### src/rtl/exc_commit_unit_if.sv
`default_nettype none
// ---------------------------------------------------------------------------
// exc_commit_unit_if : commit, flush-redirect and CP0-update bundle for
//                      exc_commit_unit (timer ports under EXC_TIMER_INT_EN).
// Revision: 1.0
// ---------------------------------------------------------------------------
interface exc_commit_unit_if #(
   parameter int NUM_HW_INT = 6
);
   logic                  cm_valid_i;
   logic                  cm_ready_o;
   logic [31:0]           cm_pc_i;
   logic                  cm_in_ds_i;
   logic                  cm_mem_en_i;
   logic [31:0]           cm_m_addr_i;
   logic [8:0]            cm_excs_i;
   logic [NUM_HW_INT-1:0] hw_int_i;
   logic [1:0]            sw_ip_i;
   logic [7:0]            status_im_i;
   logic                  status_ie_i;
   logic                  status_exl_i;
   logic                  status_erl_i;
   logic [31:0]           cp0_epc_i;
   logic                  flush_o;
   logic [31:0]           flush_pc_o;
   logic                  flush_ack_i;
   logic                  cp0_we_o;
   logic                  eret_o;
   logic [4:0]            exc_code_o;
   logic                  badvaddr_we_o;
   logic [31:0]           badvaddr_o;
   logic [31:0]           epc_o;
   logic                  bd_o;
   logic [7:0]            ip_o;
`ifdef EXC_TIMER_INT_EN
   logic [31:0]           cnt_o;
   logic                  cmp_we_i;
   logic [31:0]           cmp_wdata_i;
`endif

   modport slave (
      input  cm_valid_i, cm_pc_i, cm_in_ds_i, cm_mem_en_i, cm_m_addr_i, cm_excs_i,
      input  hw_int_i, sw_ip_i, status_im_i, status_ie_i, status_exl_i, status_erl_i,
      input  cp0_epc_i, flush_ack_i,
`ifdef EXC_TIMER_INT_EN
      input  cmp_we_i, cmp_wdata_i,
      output cnt_o,
`endif
      output cm_ready_o, flush_o, flush_pc_o, cp0_we_o, eret_o, exc_code_o,
      output badvaddr_we_o, badvaddr_o, epc_o, bd_o, ip_o
   );

   modport master (
      output cm_valid_i, cm_pc_i, cm_in_ds_i, cm_mem_en_i, cm_m_addr_i, cm_excs_i,
      output hw_int_i, sw_ip_i, status_im_i, status_ie_i, status_exl_i, status_erl_i,
      output cp0_epc_i, flush_ack_i,
`ifdef EXC_TIMER_INT_EN
      output cmp_we_i, cmp_wdata_i,
      input  cnt_o,
`endif
      input  cm_ready_o, flush_o, flush_pc_o, cp0_we_o, eret_o, exc_code_o,
      input  badvaddr_we_o, badvaddr_o, epc_o, bd_o, ip_o
   );
endinterface
`default_nettype wire

### src/rtl/exc_commit_unit.sv
`default_nettype none
// ---------------------------------------------------------------------------
// exc_commit_unit : MEM/WB exception/interrupt resolver with held flush
//                   handshake and one-cycle CP0 update. Option: EXC_TIMER_INT_EN.
// Revision: 1.0
// ---------------------------------------------------------------------------
module exc_commit_unit #(
   parameter int          NUM_HW_INT  = 6,
   parameter int          SYNC_STAGES = 2,
   parameter logic [31:0] EXC_VECTOR  = 32'hBFC0_0380,
   parameter int          DRAIN_CYC   = 1
) (
   input  logic               clk,
   input  logic               resetn,
   exc_commit_unit_if.slave   bus
);

   typedef enum logic [1:0] {
      ST_IDLE  = 2'd0,
      ST_FLUSH = 2'd1,
      ST_DRAIN = 2'd2
   } state_t;

   localparam logic [4:0] c_code_int  = 5'h00;
   localparam logic [4:0] c_code_adel = 5'h04;
   localparam logic [4:0] c_code_ades = 5'h05;
   localparam logic [4:0] c_code_sys  = 5'h08;
   localparam logic [4:0] c_code_bp   = 5'h09;
   localparam logic [4:0] c_code_ri   = 5'h0A;
   localparam logic [4:0] c_code_ov   = 5'h0C;
   localparam logic [2:0] c_drain_last = (DRAIN_CYC == 0) ? 3'd0 : 3'(DRAIN_CYC - 1);

   state_t                                r_state, w_state_next;
   logic [2:0]                            r_drain_cnt, w_drain_next;
   logic [SYNC_STAGES-1:0][NUM_HW_INT-1:0] r_sync;
   logic [7:0]                            r_ip, w_ip_next;
   logic                                  w_timer_ip;
   logic                                  w_int_req, w_accept, w_int_take, w_take;
   logic                                  w_is_eret, w_bva_we;
   logic [4:0]                            w_code;
   logic [31:0]                           w_bva;
   logic                                  r_cp0_we, r_eret, r_bva_we, r_bd;
   logic [4:0]                            r_code;
   logic [31:0]                           r_flush_pc, r_bva, r_epc;
   logic                                  w_unused_excs0;

   assign w_unused_excs0 = bus.cm_excs_i[0];

   // Interrupt-line synchroniser; depth 1 needs its own form (no shift slice).
   if (SYNC_STAGES == 1) begin : g_sync_one
      always_ff @(posedge clk or negedge resetn) begin
         if (!resetn) r_sync <= '0;
         else         r_sync <= bus.hw_int_i;
      end
   end else begin : g_sync_chain
      always_ff @(posedge clk or negedge resetn) begin
         if (!resetn) r_sync <= '0;
         else         r_sync <= {r_sync[SYNC_STAGES-2:0], bus.hw_int_i};
      end
   end

`ifdef EXC_TIMER_INT_EN
   logic [31:0] r_count, r_compare;
   logic        r_half, r_timer_ip;

   always_ff @(posedge clk or negedge resetn) begin
      if (!resetn) begin
         r_half     <= 1'b0;
         r_count    <= '0;
         r_compare  <= '1;
         r_timer_ip <= 1'b0;
      end else begin
         r_half <= ~r_half;
         if (r_half) r_count <= r_count + 32'd1;
         if (bus.cmp_we_i) begin
            r_compare  <= bus.cmp_wdata_i;
            r_timer_ip <= 1'b0;
         end else if (r_count == r_compare) begin
            r_timer_ip <= 1'b1;
         end
      end
   end

   assign bus.cnt_o  = r_count;
   assign w_timer_ip = r_timer_ip;
`else
   assign w_timer_ip = 1'b0;
`endif

   always_comb begin
      w_ip_next      = '0;
      w_ip_next[1:0] = bus.sw_ip_i;
      for (int i = 0; i < NUM_HW_INT; i++) w_ip_next[2+i] = r_sync[SYNC_STAGES-1][i];
      w_ip_next[7]   = w_ip_next[7] | w_timer_ip;
   end

   always_ff @(posedge clk or negedge resetn) begin
      if (!resetn) r_ip <= '0;
      else         r_ip <= w_ip_next;
   end

   assign w_int_req  = (|(r_ip & bus.status_im_i)) & bus.status_ie_i &
                       ~bus.status_exl_i & ~bus.status_erl_i;
   assign w_accept   = bus.cm_valid_i & (r_state == ST_IDLE);
   assign w_int_take = w_accept & ~bus.cm_mem_en_i & w_int_req;
   assign w_take     = w_accept & (w_int_take | (|bus.cm_excs_i[8:1]));

   // Fixed priority; ERET only when nothing else is flagged.
   always_comb begin
      w_is_eret = 1'b0;
      w_code    = c_code_int;
      w_bva_we  = 1'b0;
      w_bva     = bus.cm_pc_i;
      if (w_int_take) begin
         w_code = c_code_int;
      end else if (bus.cm_excs_i[1]) begin
         w_code   = c_code_adel;
         w_bva_we = 1'b1;
      end else if (bus.cm_excs_i[2]) begin
         w_code   = c_code_adel;
         w_bva_we = 1'b1;
         w_bva    = bus.cm_m_addr_i;
      end else if (bus.cm_excs_i[3]) begin
         w_code   = c_code_ades;
         w_bva_we = 1'b1;
         w_bva    = bus.cm_m_addr_i;
      end else if (bus.cm_excs_i[4]) begin
         w_code = c_code_ov;
      end else if (bus.cm_excs_i[5]) begin
         w_code = c_code_sys;
      end else if (bus.cm_excs_i[6]) begin
         w_code = c_code_bp;
      end else if (bus.cm_excs_i[7]) begin
         w_code = c_code_ri;
      end else begin
         w_is_eret = bus.cm_excs_i[8];
      end
   end

   always_ff @(posedge clk or negedge resetn) begin
      if (!resetn) begin
         r_state     <= ST_IDLE;
         r_drain_cnt <= '0;
      end else begin
         r_state     <= w_state_next;
         r_drain_cnt <= w_drain_next;
      end
   end

   always_comb begin
      w_state_next = r_state;
      w_drain_next = r_drain_cnt;
      case (r_state)
         ST_IDLE: begin
            if (w_take) w_state_next = ST_FLUSH;
         end
         ST_FLUSH: begin
            if (bus.flush_ack_i) begin
               w_drain_next = '0;
               w_state_next = (DRAIN_CYC == 0) ? ST_IDLE : ST_DRAIN;
            end
         end
         ST_DRAIN: begin
            if (r_drain_cnt == c_drain_last) w_state_next = ST_IDLE;
            else                             w_drain_next = r_drain_cnt + 3'd1;
         end
         default: w_state_next = ST_IDLE;
      endcase
   end

   // CP0 fields persist until the next exception; strobes last one cycle.
   always_ff @(posedge clk or negedge resetn) begin
      if (!resetn) begin
         r_cp0_we   <= 1'b0;
         r_eret     <= 1'b0;
         r_bva_we   <= 1'b0;
         r_bd       <= 1'b0;
         r_code     <= '0;
         r_flush_pc <= '0;
         r_bva      <= '0;
         r_epc      <= '0;
      end else begin
         r_cp0_we <= 1'b0;
         r_eret   <= 1'b0;
         r_bva_we <= 1'b0;
         if (w_take) begin
            if (w_is_eret) begin
               r_eret     <= 1'b1;
               r_flush_pc <= bus.cp0_epc_i;
            end else begin
               r_cp0_we   <= 1'b1;
               r_flush_pc <= EXC_VECTOR;
               r_code     <= w_code;
               r_epc      <= bus.cm_in_ds_i ? (bus.cm_pc_i - 32'd4) : bus.cm_pc_i;
               r_bd       <= bus.cm_in_ds_i;
               r_bva_we   <= w_bva_we;
               if (w_bva_we) r_bva <= w_bva;
            end
         end
      end
   end

   assign bus.cm_ready_o    = (r_state == ST_IDLE);
   assign bus.flush_o       = (r_state == ST_FLUSH);
   assign bus.flush_pc_o    = r_flush_pc;
   assign bus.cp0_we_o      = r_cp0_we;
   assign bus.eret_o        = r_eret;
   assign bus.exc_code_o    = r_code;
   assign bus.badvaddr_we_o = r_bva_we;
   assign bus.badvaddr_o    = r_bva;
   assign bus.epc_o         = r_epc;
   assign bus.bd_o          = r_bd;
   assign bus.ip_o          = r_ip;

endmodule
`default_nettype wire

### src/flat_wrapper.sv
// flat-port wrapper written by rule: the top's interface ports become plain ports
module exc_commit_unit_flat 
#(
   parameter int          NUM_HW_INT  = 6,
   parameter int          SYNC_STAGES = 2,
   parameter logic [31:0] EXC_VECTOR  = 32'hBFC0_0380,
   parameter int          DRAIN_CYC   = 1
)
  (clk, resetn, bus_cm_valid_i, bus_cm_pc_i, bus_cm_in_ds_i, bus_cm_mem_en_i, bus_cm_m_addr_i, bus_cm_excs_i, bus_hw_int_i, bus_sw_ip_i, bus_status_im_i, bus_status_ie_i, bus_status_exl_i, bus_status_erl_i, bus_cp0_epc_i, bus_flush_ack_i, bus_cm_ready_o, bus_flush_o, bus_flush_pc_o, bus_cp0_we_o, bus_eret_o, bus_exc_code_o, bus_badvaddr_we_o, bus_badvaddr_o, bus_epc_o, bus_bd_o, bus_ip_o);
  exc_commit_unit_if #(.NUM_HW_INT(NUM_HW_INT)) bus_i ();
  input  logic clk;
  input  logic resetn;
  input wire logic [$bits(bus_i.cm_valid_i)-1:0] bus_cm_valid_i;
  input wire logic [$bits(bus_i.cm_pc_i)-1:0] bus_cm_pc_i;
  input wire logic [$bits(bus_i.cm_in_ds_i)-1:0] bus_cm_in_ds_i;
  input wire logic [$bits(bus_i.cm_mem_en_i)-1:0] bus_cm_mem_en_i;
  input wire logic [$bits(bus_i.cm_m_addr_i)-1:0] bus_cm_m_addr_i;
  input wire logic [$bits(bus_i.cm_excs_i)-1:0] bus_cm_excs_i;
  input wire logic [$bits(bus_i.hw_int_i)-1:0] bus_hw_int_i;
  input wire logic [$bits(bus_i.sw_ip_i)-1:0] bus_sw_ip_i;
  input wire logic [$bits(bus_i.status_im_i)-1:0] bus_status_im_i;
  input wire logic [$bits(bus_i.status_ie_i)-1:0] bus_status_ie_i;
  input wire logic [$bits(bus_i.status_exl_i)-1:0] bus_status_exl_i;
  input wire logic [$bits(bus_i.status_erl_i)-1:0] bus_status_erl_i;
  input wire logic [$bits(bus_i.cp0_epc_i)-1:0] bus_cp0_epc_i;
  input wire logic [$bits(bus_i.flush_ack_i)-1:0] bus_flush_ack_i;
  output wire logic [$bits(bus_i.cm_ready_o)-1:0] bus_cm_ready_o;
  output wire logic [$bits(bus_i.flush_o)-1:0] bus_flush_o;
  output wire logic [$bits(bus_i.flush_pc_o)-1:0] bus_flush_pc_o;
  output wire logic [$bits(bus_i.cp0_we_o)-1:0] bus_cp0_we_o;
  output wire logic [$bits(bus_i.eret_o)-1:0] bus_eret_o;
  output wire logic [$bits(bus_i.exc_code_o)-1:0] bus_exc_code_o;
  output wire logic [$bits(bus_i.badvaddr_we_o)-1:0] bus_badvaddr_we_o;
  output wire logic [$bits(bus_i.badvaddr_o)-1:0] bus_badvaddr_o;
  output wire logic [$bits(bus_i.epc_o)-1:0] bus_epc_o;
  output wire logic [$bits(bus_i.bd_o)-1:0] bus_bd_o;
  output wire logic [$bits(bus_i.ip_o)-1:0] bus_ip_o;
  assign bus_i.cm_valid_i = bus_cm_valid_i;
  assign bus_i.cm_pc_i = bus_cm_pc_i;
  assign bus_i.cm_in_ds_i = bus_cm_in_ds_i;
  assign bus_i.cm_mem_en_i = bus_cm_mem_en_i;
  assign bus_i.cm_m_addr_i = bus_cm_m_addr_i;
  assign bus_i.cm_excs_i = bus_cm_excs_i;
  assign bus_i.hw_int_i = bus_hw_int_i;
  assign bus_i.sw_ip_i = bus_sw_ip_i;
  assign bus_i.status_im_i = bus_status_im_i;
  assign bus_i.status_ie_i = bus_status_ie_i;
  assign bus_i.status_exl_i = bus_status_exl_i;
  assign bus_i.status_erl_i = bus_status_erl_i;
  assign bus_i.cp0_epc_i = bus_cp0_epc_i;
  assign bus_i.flush_ack_i = bus_flush_ack_i;
  assign bus_cm_ready_o = bus_i.cm_ready_o;
  assign bus_flush_o = bus_i.flush_o;
  assign bus_flush_pc_o = bus_i.flush_pc_o;
  assign bus_cp0_we_o = bus_i.cp0_we_o;
  assign bus_eret_o = bus_i.eret_o;
  assign bus_exc_code_o = bus_i.exc_code_o;
  assign bus_badvaddr_we_o = bus_i.badvaddr_we_o;
  assign bus_badvaddr_o = bus_i.badvaddr_o;
  assign bus_epc_o = bus_i.epc_o;
  assign bus_bd_o = bus_i.bd_o;
  assign bus_ip_o = bus_i.ip_o;
  exc_commit_unit #(.NUM_HW_INT(NUM_HW_INT), .SYNC_STAGES(SYNC_STAGES), .EXC_VECTOR(EXC_VECTOR), .DRAIN_CYC(DRAIN_CYC)) u_core (.clk(clk), .resetn(resetn), .bus(bus_i));
endmodule
### config.mk
export PLATFORM = sky130hd
export DESIGN_NAME = exc_commit_unit_flat
export DESIGN_NICKNAME = d
export VERILOG_FILES = /design/src/rtl/exc_commit_unit_if.sv /design/src/rtl/exc_commit_unit.sv /design/src/flat_wrapper.sv
export SDC_FILE = /design/constraint.sdc
export NUM_CORES = 1
export LEC_CHECK = 0
export BUFFER_PORTS_ARGS = -buffer_cell sky130_fd_sc_hd__clkbuf_2
export CAP_MARGIN = 0
export CORE_MARGIN = 8
export CORE_UTILIZATION = 27
export CTS_BUF_LIST = sky130_fd_sc_hd__clkbuf_8
export DETAILED_ROUTE_END_ITERATION = 8
export HOLD_SLACK_MARGIN = 0.03
export SLEW_MARGIN = 0
export SYNTH_ARGS = -nofsm -noshare
export SYNTH_HDL_FRONTEND = slang
export SYNTH_SLANG_ARGS = --single-unit
### constraint.sdc
create_clock -name clk -period 4.5 [get_ports clk]
set_clock_uncertainty 0.2 [all_clocks]
set_input_delay 0.45 -clock clk [delete_from_list [all_inputs] [get_ports clk]]
set_output_delay 0.45 -clock clk [all_outputs]
set_load 0.01 [all_outputs]
==> results.sh, run 1 <==
export IMPL_outcome="completed"
export IMPL_cts_max_path_buffers=2
export IMPL_first_pass_iters=4
export IMPL_seq_area_frac_synth_pct=55.18
export IMPL_grt_ovfl_total=0
export IMPL_grt_pass1_wl_um=28640
export IMPL_powerDensity_nw_per_um2=513.3
export IMPL_yosysMostFrequentCell="dfrtp_1"
export IMPL_critPathCaptureType="flop"
export IMPL_final_cell_area_sq_um=8069
export IMPL_synth_top_area_share_pct=55.18
export IMPL_placement_io_buffers=242
export IMPL_vias=4967
export IMPL_crit_arrival_ps=3140
export IMPL_numCtsBuffers=17
export IMPL_tritoncts="built"
export IMPL_cts_resized=0
export IMPL_tns_ps=0
export IMPL_gp_congestion=0.7577
export IMPL_setup_worst_path_class="reg2reg"
export IMPL_die_w_um=163.2
export IMPL_pwr_share_comb_pct=34.4
export IMPL_grt_usage_pct=13.74
export IMPL_multi_input_area_sq_um=2482
export IMPL_filler_cell_count=2118
export IMPL_rr_worst_depth=8
export IMPL_synth_area_per_cell_sq_um=12.04
export IMPL_post_route_period_util_pct=66.85
export IMPL_fin_crit_ps=3008
export IMPL_synth_area_leaders="dfrtp_1 55%, mux2_2 16%, a22oi_1 3.1%, a211oi_1 2.3%, nor2_1 2.1%"
export IMPL_p_sw_mw=1.499
export IMPL_ys_seq_elements=129
export IMPL_place_ws_ps=1308
export IMPL_rsz0062_at_grt="no"
export IMPL_reg2reg_from="u_core.r_state[1]"
export IMPL_total_power_mw=4.142
export IMPL_finalHoldViolCount=0
export IMPL_clock_root_buffer="clkbuf_8"
export IMPL_hpwlAfterDp_um=13620
export IMPL_drt_iter0_markers=241
export IMPL_ys_flop_type="dfrtp_1"
export IMPL_viasPerCell=4.744
export IMPL_worstPathRequired_ps=4630
export IMPL_core_area_sq_um=21550
export IMPL_finalSetupViolations=0
export IMPL_die_h_um=163.2
export IMPL_synth_fp_nets=619
export IMPL_sequentialPowerShare_pct=40.9
export IMPL_row_count=54
export IMPL_tightest_slew_ps=1081
export IMPL_yosysWarnings=0
export IMPL_dieArea_sq_um=26640
export IMPL_yosysTopAreaCell="dfrtp_1"
export IMPL_slew_headroom_pct=27.92
export IMPL_synth_cell_type_count=52
export IMPL_start_kind="flop"
export IMPL_hold_path_class="in2reg"
export IMPL_clk_pin_slew_ps=80
export IMPL_vdd_drop_max_mv=0.2913
export IMPL_drv_cap=0
export IMPL_ctsHoldBuffers=29
export IMPL_async_flop_share_pct=100.0
export IMPL_rrSetupSlack_ps=1490
export IMPL_drt_total_wl_um=18520
export IMPL_drc=0
export IMPL_synth_edf_count=0
export IMPL_r2r_end="u_core.bus.epc_o[11]"
export IMPL_pin_count=245
export IMPL_n_antenna_cell=0
export IMPL_p_int_mw=2.643
export IMPL_grt_pass1_vias=5243
export IMPL_crit_end="u_core.bus.epc_o[11]"
export IMPL_switching_share_pct=36.19
export IMPL_ff_latch_area_sq_um=3228
export IMPL_drive_above_1_share_pct=49.28
export IMPL_place_area_sq_um=7380
export IMPL_post_cts_setup_buffer_count=0
export IMPL_start_util_pct=27.15
export IMPL_slew_violations=0
export IMPL_syn_inst=486
export IMPL_cp_max_fo=20
export IMPL_fmax_mhz=332.4
export IMPL_htree_levels=4
export IMPL_clock_latency_ps=440
export IMPL_syn_area_sq_um=5851
export IMPL_antenna_left=0
export IMPL_cts_sinks=129
export IMPL_finalWorstSetupSlack_ps=1492
export IMPL_pwr_share_clk_pct=24.7
export IMPL_grt_max_degree=98
export IMPL_finalNetCount=887
export IMPL_area_growth_syn_to_layout_pct=37.92
export IMPL_p_leak_nw=3.657
export IMPL_ys_top_cells_by_count="129 x dfrtp_1, 82 x mux2_2, 33 x nor2_1"
export IMPL_cp_startpoint="u_core.r_state[1]"
export IMPL_wire_per_inst_um=17.68
export IMPL_grt_antenna_before_repair=1
[per-stage QoR]
stage          std cells  util [%]  hold slack (ps)
4_1_cts             1047     37.44            30.91
6_report            1047     37.44            70.23
2_1_floorplan        486         -           -45.59
5_1_grt             1047     37.44            51.65
3_3_place_gp         986     34.24            131.2
3_5_place_dp         986     34.24            134.7
[layer usage]
layer / routed length [um] / GRT usage (%) / up-vias
li1: - / - / 2351
met1: 7727 / 15.94 / 2433
met2: 8802 / 22.71 / 162
met3: 1677 / 5.469 / 19
met4: 295 / 4.671 / 2
met5: 13 / 0 / -
[flip-flops by register name (all words and copies together), names as in the netlist]
| signal | count |
|---|---|
| u_core.r_sync | 12 |
| u_core.bus.flush_pc_o | 32 |
| u_core.bus.epc_o | 32 |
| u_core.bus.bd_o | 1 |
| u_core.r_drain_cnt | 3 |
| u_core.bus.badvaddr_we_o | 1 |
| u_core.bus.ip_o | 8 |
| u_core.r_state | 2 |
| u_core.bus.eret_o | 1 |
| u_core.bus.cp0_we_o | 1 |
| u_core.bus.badvaddr_o | 32 |
| u_core.bus.exc_code_o | 4 |
[power by group through the flow]
stage	logic [mW]	clock network, mW	registers [mW]
after floorplan	0.632	0	1.85
after global placement	1.43	0	1.70
after detailed placement	1.44	0	1.72
after CTS	1.47	1.06	1.70
after global routing	1.56	1.11	1.75
final	1.42	1.02	1.69
[logic make-up after synthesis]
kind of cell / share of synthesized area (%)
flip-flops: 55.18
AND/OR/NAND/NOR: 10.95
AO/OA/AOI/OAI: 12.34
multiplexers: 15.95
buffers and inverters: 2.930
XOR/XNOR: 1.946
adder cells (fa/ha/maj): 0.6416
other: 0.06410
[worst min path at each step]
stage	start	end	slack, ps	cells after the start
after floorplan	resetn	u_core.bus.badvaddr_o[0]	-50	0
after global placement	u_core.r_sync[8]	u_core.bus.ip_o[4]	130	0
after detailed placement	u_core.r_sync[6]	u_core.bus.ip_o[2]	130	0
after CTS	bus_cp0_epc_i[21]	u_core.bus.flush_pc_o[21]	30	3
after global routing	bus_cp0_epc_i[5]	u_core.bus.flush_pc_o[5]	50	3
final	bus_cp0_epc_i[5]	u_core.bus.flush_pc_o[5]	70	3
[final cells by class]
| class | count | area share (%) |
|---|---|---|
| clock buffer | 17 | 2.900 |
| clock inverter | 15 | 2.047 |
| inverter | 7 | 0.3256 |
| multi-input combinational | 318 | 30.76 |
| sequential | 129 | 40.01 |
| tap | 280 | 4.342 |
| timing repair buffer | 281 | 19.62 |
[critical path, stage by stage, from the launching register on]
cell and delay [ps]:
dfrtp_1 490, nor3b_1 230, buf_4 200, a21boi_2 160, buf_4 270, a21oi_1 160, inv_1 470, buf_4 340
mux2_2 360
[layout by cell type, fill, tap and decap left out, types with 4 or more instances in the layout]
master / synthesis / routed
clkbuf_2: 0 / 241
dfrtp_1: 129 / 129
mux2_2: 82 / 82
nor2_1: 33 / 33
dlygate4sd3_1: 0 / 29
a22oi_1: 24 / 24
nand2_1: 24 / 24
a211oi_1: 18 / 18
clkbuf_8: 0 / 17
a31oi_1: 16 / 16
or4_1: 12 / 12
o22ai_1: 12 / 12
o31ai_1: 13 / 12
xnor2_1: 10 / 10
buf_4: 2 / 10
inv_1: 7 / 7
a21oi_1: 8 / 7
nand4_1: 6 / 6
inv_8: 0 / 6
or3_1: 5 / 5
nor3_1: 4 / 4
o21ai_0: 4 / 4
nand3_1: 4 / 4
inv_6: 0 / 4
Note: power is estimated with default switching activity, not from simulation.
==> inputs of run 2 (changes only) <==
clock period = 2.45 ns   (was 4.5 ns; I/O delays follow)
==> run 2 against run 1 <==
Final cell count rose by 11%; first-iteration DRC count rose by 18%; register-to-register slack got worse by 1400 ps; sequential share of layout area fell by 5.5 points; clock power rose by 91%; clock-buffer cell count did not move; critical path type is now in2reg.
==> results.sh, run 2 (synthesis results as in run 1) <==
export IMPL_fin_crit_ps=2412
export IMPL_use_met1_pct=17.54
export IMPL_numCtsBuffers=17
export IMPL_worstPathRequired_ps=2580
export IMPL_placement_io_buffers=242
export IMPL_reg2reg_from="u_core.r_state[0]"
export IMPL_p_sw_mw=2.759
export IMPL_vias=5444
export IMPL_area_growth_syn_to_layout_pct=59.69
export IMPL_die_h_um=163.2
export IMPL_critPathMaxStageDelay_ps=560
export IMPL_p_int_mw=5.218
export IMPL_row_count=54
export IMPL_cp_max_fo=16
export IMPL_slowest_stage="dlygate4sd3_1"
export IMPL_first_pass_iters=4
export IMPL_wire_per_inst_um=17.98
export IMPL_pwr_share_comb_pct=36.4
export IMPL_grt_pass1_vias=5900
export IMPL_tightest_slew_ps=525.4
export IMPL_htree_levels=4
export IMPL_grt_ovfl_total=0
export IMPL_clk_pin_slew_ps=90
export IMPL_gp_congestion=0.7826
export IMPL_fmax_mhz=414.6
export IMPL_grt_antenna_before_repair=0
export IMPL_drive_above_1_share_pct=46.43
export IMPL_drv_cap=0
export IMPL_critPathCaptureType="flop"
export IMPL_dieArea_sq_um=26640
export IMPL_clock_latency_ps=430
export IMPL_cp_startpoint="bus_cm_excs_i[2]"
export IMPL_grtUsageMet2_pct=26.26
export IMPL_setup_worst_path_class="in2reg"
export IMPL_crit_arrival_ps=2540
export IMPL_core_area_sq_um=21550
export IMPL_outcome="completed"
export IMPL_vdd_drop_max_mv=0.4424
export IMPL_antenna_left=0
export IMPL_drt_total_wl_um=20920
export IMPL_cts_max_path_buffers=2
export IMPL_layout_common_cells="240 x clkbuf_2, 129 x dfrtp_1, 119 x dlygate4sd3_1"
export IMPL_hold_path_class="in2reg"
export IMPL_total_power_mw=7.977
export IMPL_powerDensity_nw_per_um2=853.9
export IMPL_viasPerCell=4.677
export IMPL_switching_share_pct=34.59
export IMPL_drc=0
export IMPL_sequentialPowerShare_pct=39.1
export IMPL_grt_usage_pct=15.44
export IMPL_clock_root_buffer="clkbuf_8"
export IMPL_cts_sinks=129
export IMPL_grt_met3_usage_pct=5.872
export IMPL_pin_count=245
export IMPL_die_w_um=163.2
export IMPL_hpwlAfterDp_um=14020
export IMPL_grt_max_degree=47
export IMPL_post_route_period_util_pct=98.45
export IMPL_layout_commonest_cell="clkbuf_2"
export IMPL_slew_headroom_pct=64.51
export IMPL_finalWorstSetupSlack_ps=37.87
export IMPL_finalNetCount=1004
export IMPL_place_ws_ps=34.19
export IMPL_drt_iter0_markers=285
export IMPL_grt_pass1_wl_um=32450
export IMPL_fin_cells=1164
export IMPL_tns_ps=0
export IMPL_finalSetupViolations=0
export IMPL_start_kind="input pin"
export IMPL_crit_chain="dlygate4sd3_1 -> clkbuf_2 -> o21bai_4 -> buf_12 -> mux2_2 -> dlygate4sd3_1 -> mux2_2"
export IMPL_start_util_pct=27.15
export IMPL_dp_cells=1007
export IMPL_finalHoldViolCount=0
export IMPL_pwr_share_clk_pct=24.5
export IMPL_tritoncts="built"
export IMPL_hp_start="bus_cm_excs_i[3]"
export IMPL_p_leak_nw=4.212
export IMPL_slew_violations=0
export IMPL_grt_most_used_layer="met2"
-- run 2: final cells by class --
| cell class | count | area, sq um |
|---|---|---|
| Clock inverter | 14 | 180.2 |
| Clock buffer | 17 | 234.0 |
| Tap cell | 280 | 350.3 |
| Fill cell | 1987 | 12210 |
| Multi-Input combinational cell | 318 | 2527 |
| Antenna cell | 1 | 2.502 |
| Inverter | 7 | 26.28 |
| Sequential cell | 129 | 3228 |
| Timing Repair Buffer | 398 | 2794 |
-- run 2: path summary, 6_finish.rpt --
check                                       endpoint  slack (ps)  cells after the start
max reg2reg                     u_core.bus.epc_o[13]         140                      7
max in group asynchronous       u_core.bus.epc_o[17]        1280                      3
max                        u_core.bus.badvaddr_o[12]          40                      7
min in group asynchronous  u_core.bus.badvaddr_o[21]         130                      2
min                         u_core.bus.exc_code_o[0]          70                      4
min reg2reg                        u_core.r_sync[10]         150                      0
-- run 2: metrics by stage --
step	instance area [sq um]	hold slack (ps)	util, %
after global placement	7612	30.93	35.32
after global routing	9340	48.44	43.34
after floorplan	5851	-250.6	-
final	9343	71.29	43.35
after detailed placement	7612	33.75	35.32
after CTS	9218	33.65	42.77
-- run 2: per-layer routing --
layer  part of all wire (%)  up-vias
li1                       -     2598
met1                     41     2646
met2                     49      176
met3                    7.9       24
met4                    1.7        0
met5                      0        -
-- run 2: repair_timing --
| action | in CTS | in global routing |
|---|---|---|
| setup buffers | 0 | 5 |
| endpoints found under the hold margin | 237 | 0 |
| endpoints found under the setup margin | 0 | 7 |
| hold buffers | 119 | 0 |
| resized for setup | 0 | 10 |
-- run 2: worst max-delay path: cells and delay by family --
kind / cells / cell delay, ps
buffers and inverters: 4 / 1470
muxes: 2 / 630
AOI/OAI and AO/OA: 1 / 190
-- run 2: power groups by stage --
stage	sequential [mW]	clock (mW)	combinational, mW
after floorplan	3.40	0	1.16
after global placement	3.11	0	2.75
after detailed placement	3.15	0	2.77
after CTS	3.12	2.03	2.94
after global routing	3.21	2.11	3.17
final	3.12	1.95	2.91
==> inputs of run 3 (changes only) <==
GPL_TIMING_DRIVEN = 0   (was not set)
==> run 3 against run 2 <==
Sequential cell count did not move; total power fell by 1.5%; sequential share of layout area rose by 0.56 points; first-iteration DRC count fell by 25%; maximum frequency rose by 2.3%; critical endpoint is now u_core.bus.epc_o[27].
==> results.sh, run 3 (synthesis results as in run 1) <==
export IMPL_outcome="completed"
export IMPL_wire_per_inst_um=17.51
export IMPL_critical_path_most_common_cell="clkbuf_2"
export IMPL_drt_total_wl_um=20450
export IMPL_drv_cap=0
export IMPL_worstHoldPathCells=5
export IMPL_r2r_end="u_core.bus.epc_o[14]"
export IMPL_clock_latency_ps=440
export IMPL_rrSetupSlack_ps=130
export IMPL_gp_congestion=0.7712
export IMPL_grt_pass1_vias=5876
export IMPL_rr_worst_depth=7
export IMPL_p_leak_nw=4.123
export IMPL_grt_usage_pct=15.32
export IMPL_clock_root_buffer="clkbuf_8"
export IMPL_antenna_left=0
export IMPL_core_area_sq_um=21550
export IMPL_cp_max_fo=10
export IMPL_dp_cells=1008
export IMPL_reg2reg_from="u_core.r_state[0]"
export IMPL_die_w_um=163.2
export IMPL_viasPerCell=4.640
export IMPL_critPathCaptureType="flop"
export IMPL_cpLargestDelayFamily="buffers and inverters"
export IMPL_grt_ovfl_total=0
export IMPL_drt_iter0_markers=213
export IMPL_pin_count=245
export IMPL_die_h_um=163.2
export IMPL_start_kind="input pin"
export IMPL_hpwlAfterDp_um=14450
export IMPL_clk_pin_slew_ps=80
export IMPL_tritoncts="built"
export IMPL_crit_chain="dlygate4sd3_1 -> clkbuf_2 -> nor4_2 -> a21boi_4 -> a21oi_4 -> inv_1 -> buf_6 -> clkbuf_2 -> a31oi_1"
export IMPL_critPathMaxStageDelay_ps=570
export IMPL_hp_start="bus_cm_in_ds_i"
export IMPL_grt_antenna_before_repair=0
export IMPL_vias=5420
export IMPL_finalHoldViolCount=0
export IMPL_worstPathRequired_ps=2600
export IMPL_place_area_sq_um=7443
export IMPL_numCtsBuffers=17
export IMPL_hold_path_class="in2reg"
export IMPL_post_route_period_util_pct=96.22
export IMPL_row_count=54
export IMPL_grt_pass1_wl_um=32210
export IMPL_start_util_pct=27.15
export IMPL_fin_crit_ps=2357
export IMPL_dieArea_sq_um=26640
export IMPL_powerDensity_nw_per_um2=854.4
export IMPL_grt_max_degree=70
export IMPL_cts_max_path_buffers=2
export IMPL_setup_worst_path_class="in2reg"
export IMPL_slowest_stage="dlygate4sd3_1"
export IMPL_slew_violations=0
export IMPL_htree_levels=4
export IMPL_layout_commonest_cell="clkbuf_2"
export IMPL_first_pass_iters=5
export IMPL_vdd_drop_max_mv=0.5970
export IMPL_area_growth_syn_to_layout_pct=57.12
export IMPL_place_ws_ps=-930.3
export IMPL_crit_buf_inv=5
export IMPL_finalSetupViolations=0
export IMPL_finalNetCount=1007
export IMPL_cts_sinks=129
export IMPL_final_util_pct=42.65
export IMPL_fin_cells=1168
export IMPL_layout_common_cells="246 x clkbuf_2, 129 x dfrtp_1, 121 x dlygate4sd3_1"
export IMPL_slew_headroom_pct=43.94
export IMPL_drc=0
export IMPL_placement_io_buffers=241
export IMPL_finalWorstSetupSlack_ps=92.53
export IMPL_fmax_mhz=424.2
export IMPL_total_power_mw=7.854
export IMPL_crit_arrival_ps=2510
export IMPL_final_cell_area_sq_um=9193
export IMPL_drive_above_1_share_pct=44.08
export IMPL_tightest_slew_ps=839.1
export IMPL_holdPathEnd="u_core.bus.epc_o[4]"
## run 3: cell types whose count changed in the layout (fill, tap and decap cells not counted), moves of 3 or more
cell	delta
clkbuf_8	+5
buf_4	-20
buf_2	+3
buf_12	-7
clkbuf_2	+6
clkbuf_1	+15
## run 3: through the flow
stage | hold WS, ps | TNS, ps
after global placement | 131.4 | -202240
after CTS | 39.46 | 0
final | 74.69 | 0
after floorplan | -250.6 | 0
after detailed placement | 54.23 | -42510
after global routing | 62.69 | -2.834
## run 3: how the worst max path moves through the flow
stage                        from                        end  slack, ps  cells past startpoint
2_1_floorplan   u_core.r_state[0]       u_core.bus.epc_o[10]         70                      7
3_3_place_gp               resetn   u_core.bus.badvaddr_we_o      -1260                      1
3_5_place_dp   u_core.bus.ip_o[2]  u_core.bus.badvaddr_o[21]       -930                      5
4_1_cts          bus_cm_excs_i[4]       u_core.bus.epc_o[27]         10                      9
5_1_grt          bus_cm_excs_i[6]       u_core.bus.epc_o[27]         -3                      9
6_report         bus_cm_excs_i[6]       u_core.bus.epc_o[27]         90                      9
## run 3: report_power, final
group / switching [mW] / leakage [nW] / internal [mW]
clock: 0.928 / 0.194 / 0.944
combinational: 1.47 / 2.41 / 1.39
sequential: 0.350 / 1.52 / 2.77
## run 3: final cells by class
type                       count  area, sq um
timing repair buffer         369         2499
inverter                       7        26.28
buffer                        32        187.7
clock buffer                  18        247.7
tap                          280        350.3
sequential                   129         3228
multi-input combinational    318         2496
fill                        2063        12360
antenna                        1        2.502
clock inverter                14        155.1
## run 3: metal layers
layer,vias to the layer above,wire length (um),global-route usage [%],share of wire (%)
met5,-,0,0,0
met4,0,606,6.714,3.0
met3,36,1658,5.570,8.1
met2,181,9824,25.39,48
met1,2606,8359,17.45,41
li1,2597,-,-,-
## run 3: timing repair
item	CTS	global route
endpoints found under the setup margin	89	38
pin swaps	1	0
gates cloned	0	0
setup buffers	3	3
hold endpoints to repair	200	0
hold buffers	121	0
resized for setup	20	10
## run 3: worst reg2reg max path, stage by stage, from the launching register on
cell      delay, ps
dfrtp_1         440
nor3b_2         230
buf_2           250
a21boi_4        270
a21oi_4          80
inv_1           160
buf_4           230
mux2_2          360
